===== config.mk =====
export PLATFORM = sky130hd
export DESIGN_NAME = sram_bus_arbiter
export DESIGN_NICKNAME = d
export VERILOG_FILES = /design/src/rtl/sram_bus_arbiter.sv
export SDC_FILE = /design/constraint.sdc
export NUM_CORES = 1
export LEC_CHECK = 0
export BUFFER_PORTS_ARGS = -buffer_cell sky130_fd_sc_hd__buf_2
export CAP_MARGIN = 10
export CORE_AREA = 4 4 95 97
export CTS_CLUSTER_SIZE = 25
export DETAILED_ROUTE_END_ITERATION = 10
export DIE_AREA = 0 0 99 101
export GPL_ROUTABILITY_DRIVEN = 0
export SLEW_MARGIN = 20
export SYNTH_ARGS = -nofsm -noshare
export SYNTH_HDL_FRONTEND = slang
export SYNTH_SLANG_ARGS = --single-unit

===== constraint.sdc =====
create_clock -name clk -period 2.8 [get_ports clk]
set_input_delay 0.28 -clock clk [delete_from_list [all_inputs] [get_ports clk]]
set_output_delay 0.28 -clock clk [all_outputs]
set_load 0.05 [all_outputs]

===== src/rtl/sram_bus_arbiter.sv =====
// Shares one SRAM-like slave between the IF fetch port and the MEM data port, routing in-order responses via an ID FIFO.
// Optional macro ARB_ROUND_ROBIN_EN switches unlocked arbitration from fixed data-first to round-robin.
module sram_bus_arbiter #(
  parameter int DEPTH = 4
) (
  input  logic        clk,
  input  logic        rst,
  input  logic        inst_req,
  input  logic [31:0] inst_addr,
  output logic        inst_addr_ok,
  output logic        inst_data_ok,
  input  logic        data_req,
  input  logic [1:0]  data_size,
  input  logic [3:0]  data_wstrb,
  input  logic [31:0] data_addr,
  input  logic [31:0] data_wdata,
  output logic        data_addr_ok,
  output logic        data_data_ok,
  output logic [31:0] rsp_rdata,
  output logic        sram_req,
  output logic        sram_wr,
  output logic [1:0]  sram_size,
  output logic [3:0]  sram_wstrb,
  output logic [31:0] sram_addr,
  output logic [31:0] sram_wdata,
  input  logic        sram_addr_ok,
  input  logic        sram_data_ok,
  input  logic [31:0] sram_rdata
);

  localparam int PW = $clog2(DEPTH);

  typedef enum logic [1:0] {
    LOCK_NONE,
    LOCK_INST,
    LOCK_DATA
  } lock_t;

  lock_t            r_lock;
  logic [DEPTH-1:0] r_fifoIds;
  logic [PW-1:0]    r_head;
  logic [PW-1:0]    r_tail;
  logic [PW:0]      r_count;
`ifdef ARB_ROUND_ROBIN_EN
  logic             r_rrData;
`endif

  logic w_grantData;
  logic w_full;
  logic w_sramReq;
  logic w_push;
  logic w_pop;
  logic w_headData;

  // A pending lock pins the grant so the slave never sees the request change under it.
  always_comb begin
    w_grantData = data_req;
    if (r_lock == LOCK_DATA) begin
      w_grantData = 1'b1;
    end else if (r_lock == LOCK_INST) begin
      w_grantData = 1'b0;
    end else begin
`ifdef ARB_ROUND_ROBIN_EN
      if (data_req && inst_req) begin
        w_grantData = r_rrData;
      end
`endif
    end
  end

  assign w_full     = (r_count == (PW+1)'(DEPTH));
  assign w_sramReq  = ~rst & (inst_req | data_req) & ~w_full;
  assign w_push     = w_sramReq & sram_addr_ok;
  assign w_pop      = ~rst & sram_data_ok & (r_count != '0);
  assign w_headData = r_fifoIds[r_head];

  assign sram_req     = w_sramReq;
  assign sram_wr      = w_sramReq & w_grantData & (|data_wstrb);
  assign sram_size    = !w_sramReq ? 2'b00 : (w_grantData ? data_size : 2'b10);
  assign sram_wstrb   = (w_sramReq && w_grantData) ? data_wstrb : 4'b0000;
  assign sram_addr    = !w_sramReq ? 32'h0 : (w_grantData ? data_addr : inst_addr);
  assign sram_wdata   = (w_sramReq && w_grantData) ? data_wdata : 32'h0;

  assign inst_addr_ok = w_push & ~w_grantData;
  assign data_addr_ok = w_push & w_grantData;
  assign inst_data_ok = w_pop & ~w_headData;
  assign data_data_ok = w_pop & w_headData;
  assign rsp_rdata    = sram_rdata;

  // Lock tracking, in-order ID FIFO and (optionally) the round-robin pointer.
  always_ff @(posedge clk) begin
    if (rst) begin
      r_lock    <= LOCK_NONE;
      r_fifoIds <= '0;
      r_head    <= '0;
      r_tail    <= '0;
      r_count   <= '0;
`ifdef ARB_ROUND_ROBIN_EN
      r_rrData  <= 1'b1;
`endif
    end else begin
      if (w_sramReq && !sram_addr_ok) begin
        r_lock <= w_grantData ? LOCK_DATA : LOCK_INST;
      end else if (w_push) begin
        r_lock <= LOCK_NONE;
      end

      if (w_push) begin
        r_fifoIds[r_tail] <= w_grantData;
        r_tail            <= r_tail + PW'(1);
`ifdef ARB_ROUND_ROBIN_EN
        r_rrData          <= ~w_grantData;
`endif
      end

      if (w_pop) begin
        r_head <= r_head + PW'(1);
      end

      case ({w_push, w_pop})
        2'b10:   r_count <= r_count + (PW+1)'(1);
        2'b01:   r_count <= r_count - (PW+1)'(1);
        default: r_count <= r_count;
      endcase
    end
  end

endmodule


==> flow_summary.yaml, run 1 <==
outcome:
  status: "complete, no violations"
sta:
  max_slew_margin_pct: 59.8
  fin_crit_sh_pct: 83.6
  finalHoldViolCount: 0
  setup_viol: 0
  fin_tns_setup_ns: 0
  worstMarginPinSlew_ns: 0.604
  skew_ns: 0.000675
  fmax_mhz: 427
  rsz0062_at_grt: "no"
  min_period_ns: 2.34
  maxSlewViolCount: 0
min_path:
  worstHoldPathCells: 3
  hp-start: "sram_addr_ok"
  hold_path.class: "in2reg"
  hold_end: "r_lock[1]$_SDFFE_PP0P_"
global_route:
  grt_max_degree: 43
  grt_pass1_vias: 2099
  grt_antenna_before_repair: 0
  grt_usage_pct: 12.3
  grt_pass1_wl_um: 10500
  grt_overflow_total: 0
pwr:
  power.density_nw_per_um2: 372
  fin_total_pwr_w: 0.000931
  p_leak_nw: 1.56
  ir_worst_vdd_v: 0.000354
routing:
  drtAntennaViolNets: 0
  wl_um: 7110
  wl_per_cell_um: 13.9
  post-route-drc-count: 0
  drt_pass1_iterations: 4
  vias_per_cell: 4.38
  drt_iter0_markers: 61
  vias: 2241
worst_setup_path:
  worstPathRequired_ns: 2.52
  timing.rr.end: "r_count[2]$_SDFFE_PP0P_"
  cp-end-kind: "output pin"
  r2r_slack_ns: 0.46
  cp_max_fo: 21
  crit_type: "reg2out"
  arrival_ns: 2.06
  startpoint_type: "register"
  reg2regPathDepth: 8
  regToRegStartpoint: "r_count[0]$_SDFFE_PP0P_"
die:
  dieArea_um2: 10000
  die-height_um: 101
  num_rows: 33
  start_util_pct: 21.4
  die_w_um: 99
  core_area_um2: 8130
  io_pins: 248
yosys:
  syn_avg_cell_area_um2: 6.46
  yosysMostFrequentCell: "nand2_1"
  yosysTopAreaCell: "buf_4"
  ys_async_sr_fraction_pct: 0
  yosysWarningCount: 0
  synth_edf_count: 0
  ys_seq_elements: 13
  syn_area_um2: 1740
  yosysSeqAreaShare_pct: 14.9
  synth_area_leaders: "buf_4, dfxtp_1, nand2_1"
  yosys-top-cells-count: "nand2_1, a21oi_1, and3_1, buf_4, dfxtp_1"
  synth_top_area_share_pct: 15.9
  synth_nets: 416
  synthDistinctLibCells: 35
  syn_inst: 270
  ys.flop_type: "dfxtp_1"
clock_tree:
  cts.sinks: 13
  insertion_delay_ns: 0.24
  numCtsBuffers: 3
  htree_levels: 1
  cts_setup_buffers: 0
  cts_resized: 0
  cts_tree: "done"
  holdBufCountCts: 0
  cts.clk_slew.worst_paths_ns: 0.06
  clk_path_buf_depth: 2
  root_buffer: "clkbuf_8"
job:
  max-cap-violations: 0
final_layout:
  n_antenna_cell: 0
  area_growth_pct: 43.7
  nNetsFinal: 554
  drive_gt1_share_pct: 48.9
placement:
  hpwlAfterDp_um: 5750
  port-buffer-count: 183
[per-stage QoR]
stage	instances	worst slack, ns	hold slack [ns]	utilization [%]	cell area [um2]
floorplan	270	0.571	0.349	-	1740
global placement	508	0.546	0.464	30.2	2460
detailed placement	508	0.497	0.473	30.2	2460
CTS	512	0.450	0.341	30.8	2500
global route	512	0.283	0.389	30.8	2500
finish	512	0.460	0.344	30.8	2500
[kinds of logic after synthesis]
family	count (synthesis)	synth area share (%)
flip-flops	13	14.9
AO/OA/AOI/OAI	49	15.6
buffers and inverters	65	24.3
AND/OR/NAND/NOR	130	36.0
XOR/XNOR	4	2.01
adder cells (fa/ha/maj)	6	4.74
multiplexers	3	2.44
[state kept, by name, summed over array words and instances (netlist names)]
| name | cells |
|---|---|
| r_fifoIds | 4 |
| r_count | 3 |
| r_lock | 2 |
| r_head | 2 |
| r_tail | 2 |
[how the worst max path moves through the flow]
| stage | from | to | slack [ns] | depth (start not counted) |
|---|---|---|---|---|
| after global placement | r_count[2]$_SDFFE_PP0P_ | r_count[2]$_SDFFE_PP0P_ | 0.55 | 8 |
| after detailed placement | r_count[0]$_SDFFE_PP0P_ | r_count[2]$_SDFFE_PP0P_ | 0.50 | 8 |
| after floorplan | r_lock[0]$_SDFFE_PP0P_ | sram_wr | 0.57 | 5 |
| after CTS | r_lock[0]$_SDFFE_PP0P_ | sram_addr[22] | 0.45 | 6 |
| final | r_lock[0]$_SDFFE_PP0P_ | sram_addr[22] | 0.46 | 6 |
| after global routing | r_lock[0]$_SDFFE_PP0P_ | sram_addr[25] | 0.28 | 6 |
[final cells by class]
class	instances	area [um2]
timing repair buffer	187	958
fill	902	5630
sequential	13	260
inverter	11	41.3
clock buffer	4	45.0
tap	105	131
multi-input combinational	192	1070
[cells in the final DEF, fill, tap and decap left out, types with 3 or more instances in the layout]
cell      instances
buf_2           183
nand2_1          67
a21oi_1          39
and3_1           37
dfxtp_1          13
inv_1            10
nor2_1           10
or3_1             6
ha_1              5
o21ai_0           3
clkbuf_8          3
buf_4             3
[layer usage]
metal | track usage, % | vias to the layer above | share of wire [%]
li1 | - | 1129 | -
met1 | 16.3 | 1002 | 40
met2 | 21.5 | 108 | 51
met3 | 2.70 | 2 | 9.1
met4 | 0.840 | 0 | 0.084
met5 | 0 | - | 0
[worst max-delay path, stage by stage (launching register included)]
cell and delay [ns]:
dfxtp_1 0.34, and2b_1 0.22, a21oi_4 0.46, buf_4 0.29, nand2_1 0.07, a21oi_1 0.15, buf_2 0.28
[power breakdown]
group          switching (W)  total (W)  internal (W)  leakage, nW
sequential        0.00000912   0.000204      0.000195        0.106
combinational       0.000394   0.000560      0.000165         1.43
clock              0.0000670   0.000168      0.000100       0.0228
Power figures use the tool's default switching activity.
==> inputs of run 2 (changes only) <==
--- a/config.mk
+++ b/config.mk
@@ -5,12 +5,13 @@
 export SDC_FILE = /design/constraint.sdc
 export NUM_CORES = 1
 export LEC_CHECK = 0
+export ABC_AREA = 1
 export BUFFER_PORTS_ARGS = -buffer_cell sky130_fd_sc_hd__buf_2
 export CAP_MARGIN = 10
-export CORE_AREA = 4 4 95 97
+export CORE_AREA = 4 4 94 96
 export CTS_CLUSTER_SIZE = 25
 export DETAILED_ROUTE_END_ITERATION = 10
-export DIE_AREA = 0 0 99 101
+export DIE_AREA = 0 0 98 100
 export GPL_ROUTABILITY_DRIVEN = 0
 export SLEW_MARGIN = 20
 export SYNTH_ARGS = -nofsm -noshare
==> constraint.sdc (replaced) <==
create_clock -name clk -period 2.5 [get_ports clk]
set_input_delay 0.25 -clock clk [delete_from_list [all_inputs] [get_ports clk]]
set_output_delay 0.25 -clock clk [all_outputs]
set_load 0.05 [all_outputs]
==> run 2 against run 1 <==
Synthesized area rose by 6.5%. First-iteration DRC count is 1.6% higher. Synthesized cell count up 10%. Non-clock buffer count fell by 2. Clock skew is 0.0037 ns higher. Combinational power is 23% higher. Clock-buffer cell count is 1 lower. Cell count is 5.5% higher. Largest cell class unchanged. Final area grew 3.1%.
==> flow_summary.yaml, run 2 <==
yosys:
  yosys-top-cells-count: "nor2_1, nor3b_1, buf_4"
  yosysWarningCount: 0
  yosysSeqAreaShare_pct: 14.0
  synth_edf_count: 0
  yosysTopAreaCell: "nor2_1"
  ys_async_sr_fraction_pct: 0
  synth_top_area_share_pct: 17.0
  syn_avg_cell_area_um2: 6.23
  synth_nets: 444
  yosysMostFrequentCell: "nor2_1"
  synthDistinctLibCells: 27
  synth_area_leaders: "nor2_1, nor3b_1, dfxtp_1"
  ys.flop_type: "dfxtp_1"
  ys_seq_elements: 13
  syn_inst: 298
  syn_area_um2: 1860
sta:
  fin_tns_setup_ns: 0
  worstMarginPinSlew_ns: 0.435
  maxSlewViolCount: 0
  min_period_ns: 2.22
  finalHoldViolCount: 0
  skew_ns: 0.00440
  setup_viol: 0
  rsz0062_at_grt: "no"
  whs_ns: 0.284
  fin_crit_sh_pct: 88.8
  max_slew_margin_pct: 71.0
  fmax_mhz: 451
clock_tree:
  cts.sinks: 13
  cts_setup_buffers: 0
  holdBufCountCts: 0
  root_buffer: "clkbuf_8"
  numCtsBuffers: 3
  htree_levels: 1
  cts_resized: 0
  cts.clk_slew.worst_paths_ns: 0.06
  cts_tree: "done"
  clk_path_buf_depth: 2
  insertion_delay_ns: 0.25
final_layout:
  fillers: 913
  largest_reg_flops: 4
  layout.area.seq_um2: 260
  drive_gt1_share_pct: 45.3
  reg_top3: "r_fifoIds (4), r_count (3)"
  mostFrequentLayoutCells: "buf_2, nor2_1, nor3b_1"
  area_growth_pct: 39.2
  layout.cells.non_filler: 540
  stdcell_area_um2: 2580
  n_antenna_cell: 0
  top_register: "r_fifoIds"
  multi_input_area_um2: 1110
  final_common_cell: "buf_2"
  nNetsFinal: 582
min_path:
  hold_path.class: "in2reg"
worst_setup_path:
  crit_type: "reg2out"
  startpoint_type: "register"
  cp_max_fo: 41
  worstPathRequired_ns: 2.25
  cp-end-kind: "output pin"
  arrival_ns: 1.97
routing:
  vias: 2328
  drt_iter0_markers: 62
  wl_per_cell_um: 12.3
  vias_per_cell: 4.31
  drt_pass1_iterations: 4
  wl_um: 6630
  drtAntennaViolNets: 0
  post-route-drc-count: 0
pwr:
  ir_worst_vdd_v: 0.000302
  power.density_nw_per_um2: 431
  p_leak_nw: 1.44
  fin_total_pwr_w: 0.00111
job:
  max-cap-violations: 0
die:
  start_util_pct: 23.1
  dieArea_um2: 9800
  die_w_um: 98
  die-height_um: 100
  io_pins: 248
  core_area_um2: 8050
  num_rows: 33
global_route:
  grt_max_degree: 74
  grt_pass1_wl_um: 10200
  grt_overflow_total: 0
  grt_pass1_vias: 2146
  grt_usage_pct: 12.1
  grt_antenna_before_repair: 0
placement:
  dp_cells: 536
  postPlaceCellArea_um2: 2540
  hpwlAfterDp_um: 5370
  port-buffer-count: 183
outcome:
  status: "complete, no violations"
run 2: cell types whose count changed after synthesis, sizes merged, moves of 4 or more:
cell   delta
a21oi    -30
nand2    -47
nand3     +4
nor3b    +36
or3       -6
and3     -37
nand4     +4
inv       +8
o21ai    +36
nor2     +76
run 2: final timing paths:
| check | start | endpoint | slack (ns) | depth (start not counted) |
|---|---|---|---|---|
| worst min register to register | r_count[0]$_SDFFE_PP0P_ | r_count[0]$_SDFFE_PP0P_ | 0.49 | 1 |
| worst max-delay path | r_count[0]$_SDFFE_PP0P_ | sram_addr[24] | 0.28 | 7 |
| worst max register to register | r_count[0]$_SDFFE_PP0P_ | r_count[2]$_SDFFE_PP0P_ | 0.54 | 10 |
| worst min-delay path | rst | r_tail[0]$_SDFFE_PP0P_ | 0.28 | 2 |
run 2: through the flow:
| stage | utilization (%) | worst slack [ns] |
|---|---|---|
| final | 32.1 | 0.281 |
| after global routing | 32.1 | 0.0448 |
| after CTS | 32.1 | 0.266 |
| after detailed placement | 31.5 | 0.501 |
| after global placement | 31.5 | 0.545 |
| after floorplan | - | 0.271 |
run 2: kinds of logic (layout without fill, tap and decap cells):
family | after synthesis | count (layout) | synth area share (%)
compound gates | 51 | 51 | 13.7
xor+xnor | 1 | 1 | 0.472
fa+ha+maj | 6 | 6 | 4.45
buf+inv | 72 | 209 | 26.3
flops | 13 | 13 | 14.0
simple gates | 155 | 155 | 41.0
run 2: final cells by class:
type	instances	area share [%]
Multi-Input combinational cell	213	43.0
Tap cell	105	5.08
Clock buffer	3	1.60
Inverter	20	3.10
Timing Repair Buffer	185	37.0
Sequential cell	13	10.1
Clock inverter	1	0.194
run 2: critical path, cell delays in order, from the launching register on:
cell      delay [ns]
dfxtp_1         0.33
nor2_2          0.14
nand2_2         0.13
nand2_4         0.36
clkinv_4        0.30
o21ai_0         0.17
nor2_1          0.07
buf_2           0.21
run 2: report_power, final:
group          total (W)  internal [W]  switching, W
Clock           0.000193      0.000110     0.0000827
Sequential      0.000230      0.000219     0.0000107
Combinational   0.000691      0.000193      0.000498
Total            0.00111      0.000523      0.000591
run 2: per-layer routing:
metal	vias to the layer above	global-route usage, %	routed length [um]
met5	-	0	0
met4	0	2.56	84
met3	14	3.20	584
met2	99	22.1	3360
met1	1011	14.3	2600
li1	1204	-	-
